--- src/rtl/audio_pkg.sv ---
// Shared constants and the signed saturation helper for the 48 kHz audio resampler.
package audio_pkg;

    localparam int AUDIO_RATE = 48000;
    localparam int IN_W       = 18;
    localparam int OUT_W      = 16;

    localparam logic [1:0] VOL_MUTE = 2'd0;
    localparam logic [1:0] VOL_M12  = 2'd1;
    localparam logic [1:0] VOL_M6   = 2'd2;
    localparam logic [1:0] VOL_0DB  = 2'd3;

    // Clamp a 19-bit signed value into OUT_W bits; in range when all bits above the sign agree.
    function automatic logic signed [OUT_W-1:0] saturateOut(input logic signed [IN_W:0] v);
        logic signed [OUT_W-1:0] r;
        if ((&v[IN_W:OUT_W-1]) || !(|v[IN_W:OUT_W-1])) begin
            r = v[OUT_W-1:0];
        end else if (v[IN_W]) begin
            r = {1'b1, {(OUT_W-1){1'b0}}};
        end else begin
            r = {1'b0, {(OUT_W-1){1'b1}}};
        end
        return r;
    endfunction

endpackage

--- src/rtl/audio_iir_lp.sv ---
// One audio channel: IIR low-pass, optional DC blocker (AUDIO_DC_BLOCK_EN), saturation and volume.
// The sample output is combinational from filter state, so a tick always sees the pre-strobe value.
module audio_iir_lp
    import audio_pkg::*;
#(
    parameter int LP_SHIFT = 4
) (
    input  logic                    i_clk,
    input  logic                    i_reset,
    input  logic                    i_strobe,
    input  logic signed [IN_W-1:0]  i_x,
    input  logic [1:0]              i_vol,
    output logic signed [OUT_W-1:0] o_sample
);

    localparam int SW = IN_W + 1 + LP_SHIFT;

    logic signed [SW-1:0]    r_s;
    logic signed [SW-1:0]    w_x_ext;
    logic signed [IN_W-1:0]  w_y;
    logic signed [IN_W:0]    w_conv;
    logic signed [IN_W:0]    w_half;
    logic signed [OUT_W-1:0] w_sat;

    assign w_x_ext = {{(SW-IN_W){i_x[IN_W-1]}}, i_x};
    assign w_y     = r_s[LP_SHIFT +: IN_W];

    // State carries LP_SHIFT extra fraction bits so the DC gain is exactly one.
    always_ff @(posedge i_clk) begin
        if (i_reset) begin
            r_s <= '0;
        end else if (i_strobe) begin
            r_s <= r_s + w_x_ext - (r_s >>> LP_SHIFT);
        end
    end

`ifdef AUDIO_DC_BLOCK_EN
    localparam int DW = 26;

    logic signed [DW-1:0] r_d;
    logic signed [DW-1:0] w_y_ext;
    logic signed [IN_W:0] w_d_avg;

    assign w_y_ext = {{(DW-IN_W){w_y[IN_W-1]}}, w_y};
    assign w_d_avg = {r_d[DW-1], r_d[DW-1:8]};

    always_ff @(posedge i_clk) begin
        if (i_reset) begin
            r_d <= '0;
        end else if (i_strobe) begin
            r_d <= r_d + w_y_ext - (r_d >>> 8);
        end
    end

    assign w_conv = {w_y[IN_W-1], w_y} - w_d_avg;
`else
    assign w_conv = {w_y[IN_W-1], w_y};
`endif

    assign w_half = w_conv >>> 1;
    assign w_sat  = saturateOut(w_half);

    always_comb begin
        o_sample = '0;
        case (i_vol)
            VOL_0DB:  o_sample = w_sat;
            VOL_M6:   o_sample = w_sat >>> 1;
            VOL_M12:  o_sample = w_sat >>> 2;
            VOL_MUTE: o_sample = '0;
            default:  o_sample = '0;
        endcase
    end

endmodule

--- src/rtl/audio_resampler_48k.sv ---
// 48 kHz resampler top: phase-accumulator tick generator, clk_audio and registered L/R samples.
module audio_resampler_48k
    import audio_pkg::*;
#(
    parameter int CLK_HZ_PAL  = 31527954,
    parameter int CLK_HZ_NTSC = 32727264,
    parameter int LP_SHIFT    = 4
) (
    input  logic                    clk,
    input  logic                    reset,
    input  logic                    ntscmode,
    input  logic                    in_strobe,
    input  logic signed [IN_W-1:0]  audio_l,
    input  logic signed [IN_W-1:0]  audio_r,
    input  logic [1:0]              volume,
    output logic                    clk_audio,
    output logic signed [OUT_W-1:0] sample_l,
    output logic signed [OUT_W-1:0] sample_r,
    output logic                    sample_valid
);

    localparam logic [31:0] PHASE_INC = 32'(2 * AUDIO_RATE);

    logic [31:0]             r_acc;
    logic                    r_ntsc_q;
    logic                    r_clk_audio;
    logic signed [OUT_W-1:0] r_sample_l;
    logic signed [OUT_W-1:0] r_sample_r;
    logic                    r_valid;

    logic [31:0]             w_mod;
    logic [31:0]             w_sum;
    logic                    w_chg;
    logic                    w_tick;
    logic signed [OUT_W-1:0] w_ch_l;
    logic signed [OUT_W-1:0] w_ch_r;

    audio_iir_lp #(.LP_SHIFT(LP_SHIFT)) u_chan_l (
        .i_clk    (clk),
        .i_reset  (reset),
        .i_strobe (in_strobe),
        .i_x      (audio_l),
        .i_vol    (volume),
        .o_sample (w_ch_l)
    );

    audio_iir_lp #(.LP_SHIFT(LP_SHIFT)) u_chan_r (
        .i_clk    (clk),
        .i_reset  (reset),
        .i_strobe (in_strobe),
        .i_x      (audio_r),
        .i_vol    (volume),
        .o_sample (w_ch_r)
    );

    assign w_mod  = ntscmode ? 32'(CLK_HZ_NTSC) : 32'(CLK_HZ_PAL);
    assign w_sum  = r_acc + PHASE_INC;
    assign w_chg  = ntscmode ^ r_ntsc_q;
    assign w_tick = !w_chg && (w_sum >= w_mod);

    // A mode change restarts the phase without toggling, so no clk_audio level is cut short.
    always_ff @(posedge clk) begin
        if (reset) begin
            r_acc       <= '0;
            r_ntsc_q    <= ntscmode;
            r_clk_audio <= 1'b0;
            r_sample_l  <= '0;
            r_sample_r  <= '0;
            r_valid     <= 1'b0;
        end else begin
            r_ntsc_q <= ntscmode;
            r_valid  <= 1'b0;
            if (w_chg) begin
                r_acc <= '0;
            end else if (w_tick) begin
                r_acc       <= w_sum - w_mod;
                r_clk_audio <= ~r_clk_audio;
                if (!r_clk_audio) begin
                    r_sample_l <= w_ch_l;
                    r_sample_r <= w_ch_r;
                    r_valid    <= 1'b1;
                end
            end else begin
                r_acc <= w_sum;
            end
        end
    end

    assign clk_audio    = r_clk_audio;
    assign sample_l     = r_sample_l;
    assign sample_r     = r_sample_r;
    assign sample_valid = r_valid;

endmodule

--- config.mk ---
export PLATFORM = sky130hd
export DESIGN_NAME = audio_resampler_48k
export DESIGN_NICKNAME = d
export VERILOG_FILES = /design/src/rtl/audio_pkg.sv /design/src/rtl/audio_iir_lp.sv /design/src/rtl/audio_resampler_48k.sv
export SDC_FILE = /design/constraint.sdc
export NUM_CORES = 1
export LEC_CHECK = 0
export ABC_AREA = 1
export CORE_ASPECT_RATIO = 1.4
export CORE_MARGIN = 10
export CORE_UTILIZATION = 56
export DETAILED_ROUTE_END_ITERATION = 8
export PLACE_DENSITY = 0.91
export SYNTH_ARGS = -nofsm -noshare
export SYNTH_HDL_FRONTEND = slang
export SYNTH_HIERARCHICAL = 1
export SYNTH_SLANG_ARGS = --single-unit
--- constraint.sdc ---
create_clock -name clk -period 3 [get_ports clk]
set_clock_uncertainty 0.05 [all_clocks]
set_input_delay 0.3 -clock clk [delete_from_list [all_inputs] [get_ports clk]]
set_output_delay 0.3 -clock clk [all_outputs]
set_load 0.01 [all_outputs]
==> run metrics <==
post-synthesis cell area=12200 µm²; setup violators final=1; Total Power=14.9 mW; Area growth, synth to finish=17.0%; share of the synthesized area in the top cell type=0.183; Yosys cell types=45; final hold vios=0; number of synthesized flops with an enable pin=0; share of layout cells above drive strength 1=0.104; final WL=35.7 mm; post-synthesis average cell area=5.89 µm²; Period Utilization, post-route=1.01; flops & latches, synth=112; Ys Warns=6; drt wl/cell=14.4 µm; H-Tree Depth=3; failing checks=negative setup slack; Sw Share=0.565; CTS root buf=clkbuf_16; multi-input logic area=7960 µm²; worst hold-check path type=register to register; max-cap check violation count=0; cell-internal power=6.50 mW; status=finished, violations left; NetSw=8.44 mW; post-synth top area cell=dfxtp_1; Clock Latency Late Sink=0.36 ns; clk slew on worst S/H paths=0.08 ns; GRT Util Overall=0.241; vias=13100; Register-to-Register Path Depth=21; TritonCTS Sinks=112; CP Capture Type=register; die height=195 µm; PortBufs=75; Fill cells=1770; Leak Pwr=7.76 nW; Critical Path Stages=21; Slew @ Worst Pin=0.921 ns; data required time of the critical path=3.22 ns; fraction of power consumed by sequential logic=0.139; initial antenna violation count=2; # nets final=2327; final core occ=0.669; CTS buffer count=9; Buf/Inv on CP=5; Startpoint Class=register; Peak VDD IR=0.909 mV; clock buffer depth=2; r2r startpoint=r_acc[9]; global-route wire length before repair=56.4 mm; ranking of synthesized cells by area=dfxtp_1 (18%), nand2_1 (18%), inv_1 (16%); CP arrival=3.24 ns; Async S/R FF share, synth=0; ys flop type=dfxtp_1; Final ANT Viol Nets=0; Power Density=1040 nW/µm²; half-perimeter wire length after placement=27.1 mm; vias per inst=5.29; number of I/O pins=76; Max stage delay on crit path=0.38 ns; number of remaining DRC errors=0; CTS tree=done; largest net degree at the start of global routing=50; Slew Limit Fails=0; crit path from=r_acc[9]; vias in the first global route=12500; reg2reg end=r_acc[9]; area of the core=21400 µm²; Post-Syn Nets=2227; Comb pwr share=0.780; Worst Setup EP=r_acc[9]; die area=28200 µm²; commonest non-fill, non-tap cell in the layout=nand2_1; critical path cell sequence=inv_4 > ha_4 > nand2_1 > nand2_2 > xor2_1 > inv_1 > ha_4 > nand2_1 > inv_2 > nand3_2 > o21ai_2 > nand2_1 > nand2_2 > nand2_2 > nand2_2 > nand2_2 > nand2_4 > buf_12 > buf_16 > nand3_1 > a21oi_1; Placer Congestion=0.989; clock network power share=0.081; cells after synthesis=2074; RSZ-0062 raised after global routing=true; register area share after synthesis=0.183; Top Family by Delay on Critical Path=simple AND/OR/NAND/NOR gates; Fmax=331 MHz; num rows=63; most used cell, CP=nand2_2; Starting Density=0.572; Slew HR=0.384; Reg area=2250 µm²; grt ovf=0; 1st-pass router iterations=8; DR iter-0 viols=1131; kind of critical path=register to register; crit path time final=3.02 ns; setup ws final=-0.0233 ns; worst-path fanout max=22; commonest non-fill, non-tap cells in the layout=nand2_1 (570), inv_1 (527), nor2_1 (139); die width=145 µm; R2R setup slack=-0.02 ns; slowest CP cell=dfxtp_2
## how the worst min path moves through the flow
stage	start	to	slack [ns]	depth (start not counted)
3_3_place_gp	u_chan_r/r_s[0]	u_chan_r/r_s[0]	0.41	2
2_1_floorplan	ntscmode	r_ntsc_q	0.28	0
3_5_place_dp	u_chan_l/r_s[0]	u_chan_l/r_s[0]	0.41	2
4_1_cts	reset	r_acc[4]	0.36	4
6_report	u_chan_l/r_s[0]	u_chan_l/r_s[0]	0.43	2
5_1_grt	reset	r_acc[1]	0.41	4
## worst reg2reg max path, stage by stage, from the launching register on
cell and delay [ns]:
dfxtp_2 0.38, inv_4 0.06, ha_4 0.16, nand2_1 0.07
nand2_2 0.08, xor2_1 0.16, inv_1 0.11, ha_4 0.28
nand2_1 0.06, inv_2 0.08, nand3_2 0.12, o21ai_2 0.17
nand2_1 0.09, nand2_2 0.09, nand2_2 0.07, nand2_2 0.08
nand2_2 0.07, nand2_4 0.10, buf_12 0.14, buf_16 0.16
nand3_1 0.12, a21oi_1 0.22
## final cells by class
class                           count  area share
Antenna cell                        2    0.000350
Clock buffer                       10      0.0160
Clock inverter                      6     0.00376
Inverter                          549       0.145
Multi-Input combinational cell   1363       0.557
Sequential cell                   112       0.158
Tap cell                          292      0.0256
Timing Repair Buffer              139      0.0952
## power by group through the flow
stage          sequential, mW  clock, mW  combinational, mW
2_1_floorplan            1.97          0               8.87
3_3_place_gp             2.09          0               10.8
3_5_place_dp             2.10          0               11.2
4_1_cts                  2.06       1.22               11.3
5_1_grt                  2.10       1.27               13.2
6_report                 2.08       1.21               11.6
## repair_timing
| item | CTS | global route |
|---|---|---|
| pin swaps | 13 | 18 |
| resized for setup | 19 | 63 |
| gates cloned | 3 | 0 |
| hold buffers | 0 | 0 |
| setup endpoints to repair | 57 | 65 |
| setup buffers | 12 | 5 |
## synthesized netlist by cell type, types with 2 or more instances
master	count
clkinv_1	2
nor2_4	6
o221ai_1	11
o21bai_1	12
buf_4	3
a21oi_2	5
o21ai_0	37
nand3_2	8
and2_1	2
buf_1	3
xnor2_1	7
or2_2	2
o21bai_4	3
a21oi_1	130
nor3_1	9
or2_1	3
nand3_1	110
inv_2	13
buf_6	2
clkbuf_1	25
o22ai_1	14
buf_2	16
dfxtp_1	112
inv_1	534
a211oi_1	5
fa_1	44
o21ai_1	4
nor2_2	14
nand3b_1	7
xor2_1	38
nand2_4	5
ha_1	67
nand4_1	49
nand2_1	589
nor2_1	148
nand2_2	25
o211ai_1	2
## sequential cells by signal, indices dropped and copies added, names as in the netlist
| register | flops |
|---|---|
| u_chan_l/r_s | 23 |
| sample_l | 16 |
| u_chan_r/r_s | 23 |
| sample_r | 16 |
| r_ntsc_q | 1 |
| r_acc | 31 |
| clk_audio | 1 |
| sample_valid | 1 |
## through the flow
stage	hold slack [ns]	worst slack [ns]	cells	cell area, µm²	TNS, ns
2_1_floorplan	0.278	0.193	2074	12200	0
3_3_place_gp	0.407	-0.0158	2435	13500	-0.197
3_5_place_dp	0.415	-0.163	2435	13500	-8.59
4_1_cts	0.357	0.00373	2466	14000	0
5_1_grt	0.414	-0.159	2471	14300	-4.48
6_report	0.428	-0.0233	2473	14300	-0.0233
## layer usage
layer,GRT usage,part of all wire,vias up
met5,0,0,-
li1,-,-,6448
met3,0.0305,0.068,207
met4,0.147,0.070,0
met1,0.251,0.36,5820
met2,0.440,0.50,598
## cell families (layout without fill, tap and decap cells)
kind of cell	count (synthesis)	count (layout)	share of synthesized area
AO/OA/AOI/OAI	229	229	0.110
XOR/XNOR	45	45	0.0322
adder cells (fa/ha/maj)	111	111	0.141
buffers and inverters	599	704	0.188
flip-flops	112	112	0.183
other	0	2	0
AND/OR/NAND/NOR	978	978	0.346
Power figures use the tool's default switching activity.
